--- src/rtl/baccarat_round_fsm.sv ---
// -----------------------------------------------------------------------------
// baccarat_round_fsm
//   Round controller for the baccarat datapath. It deals two cards to each
//   side, then applies the natural, player-draw and banker third-card rules
//   using the totals from the hand scorers. When the round is over it latches
//   the win lights and waits for new_round.
//
// Ports
//   slow_clock        in   game step clock (rising edge)
//   reset             in   synchronous active-high; back to the first deal
//   pscore / dscore   in   hand totals from the scorers (0..9)
//   pcard3            in   player third-card rank (1..13, 0 = none)
//   new_round         in   level, only looked at in DONE
//   load_pcard1..3    out  player card-register load strobes
//   load_dcard1..3    out  dealer card-register load strobes
//   clear_hand        out  card-register clear strobe
//   player_win_light  out  registered win light
//   dealer_win_light  out  registered win light (a tie lights both)
//   done              out  high while the finished round is shown
// -----------------------------------------------------------------------------
module baccarat_round_fsm (
  input  logic       slow_clock,
  input  logic       reset,
  input  logic [3:0] pscore,
  input  logic [3:0] dscore,
  input  logic [3:0] pcard3,
  input  logic       new_round,
  output logic       load_pcard1,
  output logic       load_pcard2,
  output logic       load_pcard3,
  output logic       load_dcard1,
  output logic       load_dcard2,
  output logic       load_dcard3,
  output logic       clear_hand,
  output logic       player_win_light,
  output logic       dealer_win_light,
  output logic       done
);

  typedef enum logic [3:0] {
    ST_P1     = 4'd0,
    ST_D1     = 4'd1,
    ST_P2     = 4'd2,
    ST_D2     = 4'd3,
    ST_CHECK  = 4'd4,
    ST_P3     = 4'd5,
    ST_BDEC   = 4'd6,
    ST_D3     = 4'd7,
    ST_RESULT = 4'd8,
    ST_DONE   = 4'd9,
    ST_CLEAR  = 4'd10
  } state_t;

  state_t state_r;
  state_t state_next_s;
  logic   player_next_s;
  logic   dealer_next_s;

  // Banker third-card table. Face cards and tens count as zero.
  function automatic logic banker_draws_f(input logic [3:0] d, input logic [3:0] c3);
    logic [3:0] v;
    v = (c3 >= 4'd10) ? 4'd0 : c3;
    case (d)
      4'd0, 4'd1, 4'd2: banker_draws_f = 1'b1;
      4'd3:             banker_draws_f = (v != 4'd8);
      4'd4:             banker_draws_f = (v >= 4'd2) && (v <= 4'd7);
      4'd5:             banker_draws_f = (v >= 4'd4) && (v <= 4'd7);
      4'd6:             banker_draws_f = (v >= 4'd6) && (v <= 4'd7);
      default:          banker_draws_f = 1'b0;
    endcase
  endfunction

  // Next-state and next-light logic.
  always_comb begin
    state_next_s  = state_r;
    player_next_s = player_win_light;
    dealer_next_s = dealer_win_light;
    case (state_r)
      ST_P1:    state_next_s = ST_D1;
      ST_D1:    state_next_s = ST_P2;
      ST_P2:    state_next_s = ST_D2;
      ST_D2:    state_next_s = ST_CHECK;
      ST_CHECK: begin
        if ((pscore >= 4'd8) || (dscore >= 4'd8)) begin
          state_next_s = ST_RESULT;
        end else if (pscore <= 4'd5) begin
          state_next_s = ST_P3;
        end else if (dscore <= 4'd5) begin
          state_next_s = ST_D3;
        end else begin
          state_next_s = ST_RESULT;
        end
      end
      ST_P3:    state_next_s = ST_BDEC;
      ST_BDEC: begin
        if (banker_draws_f(dscore, pcard3)) begin
          state_next_s = ST_D3;
        end else begin
          state_next_s = ST_RESULT;
        end
      end
      ST_D3:    state_next_s = ST_RESULT;
      ST_RESULT: begin
        state_next_s  = ST_DONE;
        player_next_s = (pscore >= dscore);
        dealer_next_s = (dscore >= pscore);
      end
      ST_DONE: begin
        if (new_round) begin
          state_next_s = ST_CLEAR;
        end else begin
          state_next_s = ST_DONE;
        end
      end
      ST_CLEAR: begin
        state_next_s  = ST_P1;
        player_next_s = 1'b0;
        dealer_next_s = 1'b0;
      end
      default: begin
        state_next_s  = ST_P1;
        player_next_s = 1'b0;
        dealer_next_s = 1'b0;
      end
    endcase
  end

  // State, lights and strobes. Strobes are decoded from the next state so
  // that each one is registered yet high exactly while its state is current.
  always_ff @(posedge slow_clock) begin
    if (reset) begin
      state_r          <= ST_P1;
      player_win_light <= 1'b0;
      dealer_win_light <= 1'b0;
      load_pcard1      <= 1'b1;
      load_pcard2      <= 1'b0;
      load_pcard3      <= 1'b0;
      load_dcard1      <= 1'b0;
      load_dcard2      <= 1'b0;
      load_dcard3      <= 1'b0;
      clear_hand       <= 1'b0;
      done             <= 1'b0;
    end else begin
      state_r          <= state_next_s;
      player_win_light <= player_next_s;
      dealer_win_light <= dealer_next_s;
      load_pcard1      <= (state_next_s == ST_P1);
      load_pcard2      <= (state_next_s == ST_P2);
      load_pcard3      <= (state_next_s == ST_P3);
      load_dcard1      <= (state_next_s == ST_D1);
      load_dcard2      <= (state_next_s == ST_D2);
      load_dcard3      <= (state_next_s == ST_D3);
      clear_hand       <= (state_next_s == ST_CLEAR);
      done             <= (state_next_s == ST_DONE);
    end
  end

endmodule

--- config.mk ---
export PLATFORM = sky130hd
export DESIGN_NAME = baccarat_round_fsm
export DESIGN_NICKNAME = d
export VERILOG_FILES = /design/src/rtl/baccarat_round_fsm.sv
export SDC_FILE = /design/constraint.sdc
export NUM_CORES = 1
export LEC_CHECK = 0
export CORE_UTILIZATION = 46
export CTS_CLUSTER_DIAMETER = 40
export DETAILED_ROUTE_END_ITERATION = 10
export PLACE_DENSITY = 0.78
export SYNTH_ARGS = -nofsm -noshare
export SYNTH_HDL_FRONTEND = slang
export SYNTH_SLANG_ARGS = --single-unit
--- constraint.sdc ---
create_clock -name slow_clock -period 1.5 [get_ports slow_clock]
set_input_delay 0.225 -clock slow_clock [delete_from_list [all_inputs] [get_ports slow_clock]]
set_output_delay 0.225 -clock slow_clock [all_outputs]
set_load 0.005 [all_outputs]
== After elaboration in Yosys (flattened, before gate mapping) ==
Cells that the tools add are included.

* Flip-flop bits (word level): 14
* Input bits: 15
* Output and inout bits: 10
* Word-level logic and storage cells: 65

* Order comparisons: 11
* Equality and inequality tests: 23
* Multiplexer cells: 11
* Reduce and logical (&&, ||, !) cells: 9

{| class="wikitable"
|+ Operators by type and width
! operator !! number
|-
| $pmux W4 S10 || 1
|-
| $eq A4 B3 Y1 const B || 9
|-
| $eq A4 B2 Y1 const B || 6
|-
| $mux W4 || 5
|-
| $eq A4 B4 Y1 const B || 4
|-
| $eq A4 B1 Y1 const B || 3
|-
| $ge A4 B4 Y1 const B || 3
|-
| $le A4 B3 Y1 const B || 3
|-
| $logic_not A4 Y1 || 3
|-
| $reduce_or A9 Y1 || 1
|-
| $ge A4 B3 Y1 const B || 2
|-
| $ge A4 B4 Y1 || 2
|-
| $pmux W1 S5 || 1
|-
| $ge A4 B2 Y1 const B || 1
|-
| $ne A4 B4 Y1 const B || 1
|-
| $pmux W1 S2 || 2
|-
| $logic_and A1 B1 Y1 || 3
|-
| $reduce_or A3 Y1 || 1
|-
| $mux W2 || 1
|-
| $logic_or A1 B1 Y1 || 1
|-
| $mux W1 || 1
|}

== Depth between registers and ports, before layout ==
Gate-level depths: netlist of run 1.

* Depth in word-level cells: 9
* Depth in mapped cells: 6
* Gate-level depth less buffers: 6

== Worst setup path after synthesis of run 1 ==
OpenSTA, ideal clock, no wires.

* Kind: reg2reg
* Start: register state_r[1]
* End: register load_pcard3
* Library setup time: 72 ps
* Arrival: 1167 ps
* Required time: 1428 ps
* Setup slack: 261 ps
* Cell stages (with the launch flop): 4
* Buffers on the path: 0
* Clock period less this slack: 1239 ps
* Cell sequence: dfxtp_1 or4b_1 o21a_1 nor3b_2

* Word-level cells in the longest chain between the ends: 3
* Elaborated cells between the ends (all ways): 12
* Classes of those cells: eq/ne (10); mux (1); reduce/logical (1)

{| class="wikitable"
|+ RTL lines
! item !! line !! text
|-
| from (decl) || 54 || <nowiki>state_t state_r;</nowiki>
|-
| from (signal assigned) || 144 || <nowiki>state_r <= state_next_s;</nowiki>
|-
| $eq A4 B4 Y1 (tied with other cells) || 78 || <nowiki>case (state_r)</nowiki>
|-
| $pmux W4 S10 * || 78 ||
|-
| $eq A4 B3 Y1 * || 149 || <nowiki>load_pcard3 <= (state_next_s == ST_P3);</nowiki>
|-
| to (signal assigned) || 149 ||
|-
| to (decl) || 30 || <nowiki>output logic load_pcard3,</nowiki>
|}

Every way passes the cells marked *; elsewhere a longest branch is shown, timed or not.
A chain may end at the register's enable or synchronous reset.

== Final worst setup path of run 1 ==
* Start: input port pscore[1]
* End: register player_win_light

* Word-level cells in the longest chain between the ends: 2

{| class="wikitable"
|+ RTL lines
! item !! line !! text
|-
| from (decl) || 24 || <nowiki>input logic [3:0] pscore,</nowiki>
|-
| $ge A4 B4 Y1 || 105 || <nowiki>player_next_s = (pscore >= dscore);</nowiki>
|-
| $pmux W1 S2 || 78 ||
|-
| to (signal assigned) || 145 || <nowiki>player_win_light <= player_next_s;</nowiki>
|-
| to (decl) || 35 || <nowiki>output logic player_win_light,</nowiki>
|}

No other way between the ends.

==> key figures, run 1 <==
Status
  – Status: complete, no violations

Setup path
  – Max FO, Critical Path: 2
  – Worst setup path class: primary input to flip-flop
  – Crit path DAT: 1600 ps
  – CP Launch Type: primary input
  – CP Data Required Time: 1670 ps
  – Worst reg2reg path depth: 4
  – CP endpoint kind: flip-flop

STA
  – Final period utilization: 0.953
  – Slew Limit Headroom: 0.752
  – Final Hold Viols: 0
  – Max-slew violations: 0
  – Least-Margin Pin Slew: 370 ps
  – Final min period: 1430 ps
  – Final setup fails: 0
  – Fmax: 699 MHz
  – TNS Setup: 0 ps
  – Worst Skew: 3.73 ps
  – Hold slack: 450 ps

Final layout
  – FF/Latch Area: 284 um2
  – Fillcell total: 125
  – Area grow syn2layout: 49.9%
  – Area of the multi-input gates: 568 um2
  – Commonest non-fill, non-tap cells in the layout: 23 x clkdlybuf4s50_1, 14 x buf_4, 11 x dfxtp_1
  – Final nets: 160
  – Ant. Diodes: 0
  – Fraction of layout cells with a size suffix above 1: 0.221
  – Most common cell after layout, fill and taps aside: clkdlybuf4s50_1
  – Final instance area: 0.00130 mm2

Global route
  – Pin count of the biggest net entering global routing: 11
  – GRT Overall Usage: 0.208
  – Initial antenna violation count: 0
  – Global route overflow: 0
  – First-pass GRT wire length: 3130 um
  – Number of global-route vias before repair: 753

CTS
  – CTS tree: built
  – Clock Tree Buf Depth: 2
  – Clk_lat worst skew: 270 ps
  – Post-CTS setup buffer count: 0
  – TritonCTS Sinks: 14
  – CTS clk-pin slew, worst paths: 80 ps
  – H-Tree Depth: 1
  – Clock root buffer: clkbuf_4
  – TritonCTS Buffers: 3

Placed design
  – Final GP Congestion: 0.847
  – IO Port Bufs: 24
  – Dpl hpwl: 1530 um
  – DP Area: 0.00122 mm2

Routing
  – Vias after detailed routing: 854
  – Vias per Instance: 5.18
  – Wire length per cell: 11.7 um
  – DR iter-0 viols: 23
  – DRT Wirelength: 1920 um
  – DR pass1 iterations: 4
  – Residual DRC count: 0
  – Final ANT Viol Nets: 0

Synth
  – Yosys cell types: 35
  – Synthesized area per cell: 8.41 um2
  – Seq/Total Area, Yosys: 0.324
  – Syn_nets: 122
  – Synth Warn #: 0
  – Post-synth ARST share: 0
  – Main flop type after synthesis: dfxtp_1
  – Post-Synthesis Cells: 103
  – FF+latch count, synth: 14
  – Post-synth EDFFs: 0
  – Mapped Area: 866 um2

Die
  – Site Rows: 15
  – Die width: 45.4 um
  – IO Pins: 25
  – Die Height: 45.4 um
  – Core area: 0.00175 mm2
  – Die area: 0.00206 mm2
  – Initial core utilization: 0.496

Worst hold path
  – Hold Crit Depth: 2
  – Hold crit path type: flip-flop to flip-flop

Power and ir drop
  – Worst VDD drop: 0.514 mV
  – Power Density: 713 mW/mm2
  – LEAKAGE: 0.000525 uW

Flow run
  – Max-cap violations: 0
==> final timing paths <==
kind	slack, ps	from	to
max reg2reg	110	state_r[3]	load_dcard3
max	70	pscore[1]	player_win_light
min	450	player_win_light	player_win_light
min reg2reg	450	player_win_light	player_win_light
==> Yosys cell counts (2+ instances only) <==
cell / count / area share
o21ai_0: 5 / 0.029
nor4_1: 2 / 0.014
nor2b_1: 3 / 0.022
nor4b_1: 2 / 0.020
o21ai_1: 5 / 0.029
nor3b_2: 2 / 0.029
nand2b_1: 4 / 0.029
buf_2: 3 / 0.017
a21oi_1: 9 / 0.052
or3b_1: 4 / 0.040
dfxtp_1: 14 / 0.32
nor4bb_1: 2 / 0.023
ha_1: 4 / 0.058
a211oi_1: 2 / 0.017
nor2_1: 7 / 0.030
nor3b_1: 2 / 0.017
nand2_1: 8 / 0.035
inv_1: 8 / 0.035
==> layout make-up <==
class                   instances  share of cell area
clock buffers                   4              0.0280
well taps                      25              0.0241
inverters                       8              0.0231
multi-input cells              76               0.438
repair buffers                 38               0.268
flip-flops and latches         14               0.219
==> critical path, stage by stage <==
cell and delay, ps:
clkdlybuf4s50_1 470, inv_1 70, ha_4 260, nor2b_1 110, o21ai_1 90, buf_4 130, a21oi_1 150, o21ai_1 80
==> stage by stage <==
| stage | power, uW | utilization | worst slack (ps) | std cells |
|---|---|---|---|---|
| floorplan | 535 | - | 261 | 103 |
| global placement | 648 | 0.697 | -257 | 161 |
| detailed placement | 654 | 0.697 | -317 | 161 |
| CTS | 915 | 0.718 | 28.7 | 165 |
| global route | 981 | 0.743 | -16.2 | 165 |
| finish | 925 | 0.743 | 70.1 | 165 |
==> routing by layer <==
metal | global-route usage | vias to the layer above | part of all wire
li1 | - | 455 | -
met1 | 0.257 | 386 | 0.48
met2 | 0.340 | 11 | 0.49
met3 | 0.0635 | 2 | 0.025
met4 | 0.0667 | 0 | 0.0068
met5 | 0 | - | 0
==> flip-flops by register name, indices dropped and copies added, names as in the netlist <==
signal and count:
clear_hand 1, dealer_win_light 1, done 1, load_dcard1 1, load_dcard2 1, load_dcard3 1
load_pcard1 1, load_pcard2 1, load_pcard3 1, player_win_light 1, state_r 4
==> power by group <==
part	total (uW)	switching (uW)	leakage (uW)	internal, uW
sequential	411	19.0	0.000115	392
combinational	252	106	0.000389	147
clock	261	114	0.0000210	148
total	925	239	0.000525	686
==> logic make-up after synthesis <==
logic type,Yosys count,share of synthesized area
AND/OR/NAND/NOR,43,0.334
buffers and inverters,13,0.0650
flip-flops,14,0.324
AO/OA/AOI/OAI,29,0.220
adder cells (fa/ha/maj),4,0.0578
==> repair_timing <==
| action | in CTS | in global routing |
|---|---|---|
| endpoints found under the setup margin | 1 | 8 |
| hold buffers | 0 | 0 |
| pin swaps | 0 | 7 |
| resized for setup | 1 | 9 |
Power figures use the tool's default switching activity.
==> run 2: changes to the inputs <==
ABC_AREA = 1   (was unset)
CAP_MARGIN = 15   (was unset)
CORE_UTILIZATION = 45   (was 46)
==> run 2 against run 1 <==
  * Die area decreased by 5.1%
  * Final area down 12%
  * Via count shrank 4.2%
  * Final cell count unchanged
  * Clock skew increased by 0.82 ps
  * Synthesized cell count is 12% higher
  * Critical path type unchanged
  * Critical endpoint is now dealer_win_light
==> key figures, run 2 <==
Power and ir drop
  – Comb pwr share: 0.262 (was 0.273)
  – Switch share: 0.277 (was 0.258)
  – Sequential share of power: 0.450 (was 0.445)
  – Power Density: 796 mW/mm2 (was 713 mW/mm2)
  – Int Power: 661 uW (was 686 uW)
  – Clock power frac: 0.287 (was 0.283)
  – LEAKAGE: 0.000515 uW (was 0.000525 uW)
  – Psw: 253 uW (was 239 uW)
  – Worst VDD drop: 0.700 mV (was 0.514 mV)

STA
  – Worst Skew: 4.55 ps (was 3.73 ps)
  – Unrepaired setup endpoints after global routing: no
  – Max-slew violations: 0 (unchanged)
  – Final Hold Viols: 0 (unchanged)
  – Final worst slack: 141 ps (was 70.1 ps)
  – TNS Setup: 0 ps (unchanged)
  – Least-Margin Pin Slew: 292 ps (was 370 ps)
  – Final min period: 1360 ps (was 1430 ps)
  – Final setup fails: 0 (unchanged)
  – Fmax: 736 MHz (was 699 MHz)
  – Final period utilization: 0.906 (was 0.953)
  – Slew Limit Headroom: 0.804 (was 0.752)

Final layout
  – Max reg flops: 4 (unchanged)
  – Fraction of layout cells with a size suffix above 1: 0.168 (was 0.221)
  – Final nets: 169 (was 160)
  – Top reg by flops: state_r (unchanged)
  – FF/Latch Area: 280 um2 (was 284 um2)
  – Commonest non-fill, non-tap cells in the layout: 24 x nand2_1, 24 x clkdlybuf4s50_1, 17 x nor2_1 (was 23 x clkdlybuf4s50_1, 14 x buf_4, 11 x dfxtp_1)
  – Area of the multi-input gates: 458 um2 (was 568 um2)
  – Area grow syn2layout: 43.1% (was 49.9%)
  – Fillcell total: 133 (was 125)
  – Final instance area: 0.00115 mm2 (was 0.00130 mm2)
  – Ant. Diodes: 0 (unchanged)
  – Final Util: 0.728 (was 0.743)

Routing
  – DRT Wirelength: 1790 um (was 1920 um)
  – Wire length per cell: 10.8 um (was 11.7 um)
  – Vias after detailed routing: 818 (was 854)
  – DR pass1 iterations: 6 (was 4)
  – Vias per Instance: 4.96 (was 5.18)
  – Final ANT Viol Nets: 0 (unchanged)
  – DR iter-0 viols: 22 (was 23)
  – Residual DRC count: 0 (unchanged)

CTS
  – CTS clk-pin slew, worst paths: 70 ps (was 80 ps)
  – TritonCTS Sinks: 14 (unchanged)
  – Clock Tree Buf Depth: 2 (unchanged)
  – CTS tree: built (unchanged)
  – Clk_lat worst skew: 280 ps (was 270 ps)
  – H-Tree Depth: 1 (unchanged)
  – Clock root buffer: clkbuf_4 (unchanged)
  – Post-CTS sizing: 0 (was 1)
  – TritonCTS Buffers: 3 (unchanged)
  – Post-CTS setup buffer count: 0 (unchanged)
  – CTS Hold Buffers Added: 0 (unchanged)

Synth
  – Most numerous cell in the Yosys netlist: nand2_1 (was dfxtp_1)
  – Yosys cell types: 23 (was 35)
  – Mapped Area: 802 um2 (was 866 um2)
  – FF+latch count, synth: 14 (unchanged)
  – Syn_nets: 134 (was 122)
  – Synth top area cells: dfxtp_1 35%, nand2_1 11%, nor2_1 8.0% (was dfxtp_1 32%, ha_1 5.8%, a21oi_1 5.2%)
  – Synthesized area per cell: 6.97 um2 (was 8.41 um2)
  – Cell taking the most area after synthesis: dfxtp_1 (unchanged)
  – Synth top cells by count: 24 x nand2_1, 17 x nor2_1, 14 x dfxtp_1 (was 14 x dfxtp_1, 9 x a21oi_1, 8 x inv_1, 8 x nand2_1, 7 x nor2_1)
  – Synth Warn #: 0 (unchanged)
  – Post-Synthesis Cells: 115 (was 103)
  – Seq/Total Area, Yosys: 0.349 (was 0.324)
  – Yosys top cell area share: 0.349 (was 0.324)
  – Main flop type after synthesis: dfxtp_1 (unchanged)
  – Post-synth ARST share: 0 (unchanged)
  – Post-synth EDFFs: 0 (unchanged)

Setup path
  – R2R Path Start: state_r[2] (was state_r[3])
  – Crit-path cells: clkdlybuf4s50_1 > inv_1 > ha_1 > a21oi_1 > o21ai_1 > o21ai_0 > a21oi_1 (was clkdlybuf4s50_1 > inv_1 > ha_4 > nor2b_1 > o21ai_1 > buf_4 > a21oi_1 > o21ai_1)
  – Max FO, Critical Path: 2 (unchanged)
  – CP endpoint kind: flip-flop (unchanged)
  – Largest stage delay, worst path: 480 ps (was 470 ps)
  – Worst reg2reg path depth: 6 (was 4)
  – Worst setup path class: primary input to flip-flop (unchanged)
  – CP Launch Type: primary input (unchanged)
  – R2r endpoint: load_pcard3 (was load_dcard3)
  – Crit path DAT: 1520 ps (was 1600 ps)
  – CP Data Required Time: 1660 ps (was 1670 ps)
  – R2R Setup Slk: 220 ps (was 110 ps)
  – Slowest library cell on the worst path: clkdlybuf4s50_1 (unchanged)
  – Crit path from: pscore[3] (was pscore[1])
  – Worst setup path endpoint: dealer_win_light (was player_win_light)
  – Most frequent cell on the critical path: a21oi_1 (was o21ai_1)

Global route
  – Initial antenna violation count: 0 (unchanged)
  – First-pass GRT wire length: 3170 um (was 3130 um)
  – Number of global-route vias before repair: 759 (was 753)
  – Pin count of the biggest net entering global routing: 9 (was 11)
  – Global route overflow: 0 (unchanged)
  – GRT Overall Usage: 0.219 (was 0.208)

Die
  – Die width: 44.2 um (was 45.4 um)
  – IO Pins: 25 (unchanged)
  – Site Rows: 14 (was 15)
  – Core area: 0.00158 mm2 (was 0.00175 mm2)
  – Initial core utilization: 0.509 (was 0.496)
  – Die area: 0.00195 mm2 (was 0.00206 mm2)
  – Die Height: 44.2 um (was 45.4 um)

Placed design
  – DP Area: 0.00111 mm2 (was 0.00122 mm2)
  – IO Port Bufs: 24 (unchanged)
  – Final GP Congestion: 0.904 (was 0.847)
  – DP Worst Slack: -181 ps (was -317 ps)
  – Dpl hpwl: 1480 um (was 1530 um)

Flow run
  – Max-cap violations: 0 (unchanged)

Status
  – Status: complete, no violations (unchanged)

Worst hold path
  – Hold crit path type: flip-flop to flip-flop (unchanged)
## run 2: how the worst min path moves through the flow
| stage | startpoint | end | slack (ps) | cells past startpoint |
|---|---|---|---|---|
| final | player_win_light | player_win_light | 470 | 2 |
| after global routing | player_win_light | player_win_light | 500 | 2 |
| after CTS | player_win_light | player_win_light | 470 | 2 |
| after detailed placement | player_win_light | player_win_light | 460 | 2 |
| after global placement | dealer_win_light | dealer_win_light | 450 | 2 |
| after floorplan | reset | load_pcard1 | 340 | 2 |
## run 2: cell type report
class | instances | area share
Tap cell | 16 | 0.0174
Clock buffer | 4 | 0.0316
Multi-Input combinational cell | 84 | 0.399
Timing Repair Buffer | 31 | 0.255
Sequential cell | 14 | 0.244
Inverter | 16 | 0.0523
## run 2: metrics by stage
step / instances / hold WS, ps / total power, uW
final: 165 / 465 / 914
after detailed placement: 161 / 456 / 658
after global placement: 161 / 451 / 651
after floorplan: 115 / 339 / 551
after global routing: 165 / 501 / 973
after CTS: 165 / 468 / 923
## run 2: cell families (layout without fill, tap and decap cells)
logic type                 after synthesis  in the layout  share of synthesized area
buffers and inverters                   17             51                     0.0795
DFF                                     14             14                      0.349
and+or+nand+nor                         65             65                      0.413
AOI/OAI and AO/OA                       15             15                     0.0952
adders and majority gates                4              4                     0.0624
## run 2: routing by layer
metal,track usage,vias up,part of all wire
met5,0,-,0
met4,0.0364,0,0.0039
met3,0.0735,2,0.038
met2,0.362,18,0.49
met1,0.282,353,0.47
li1,-,445,-
## run 2: power groups by stage
stage          Clock (uW)  Sequential [uW]  Combinational (uW)
2_1_floorplan           0              418                 133
3_3_place_gp            0              419                 232
3_5_place_dp            0              420                 238
4_1_cts               272              411                 240
5_1_grt               288              414                 271
6_report              262              411                 240
## run 2: critical path, delay by kind of cell
| kind | cells | cell delay, ps |
|---|---|---|
| AO/OA/AOI/OAI | 4 | 470 |
| adder cells (fa/ha/maj) | 1 | 300 |
| buffers and inverters | 2 | 530 |
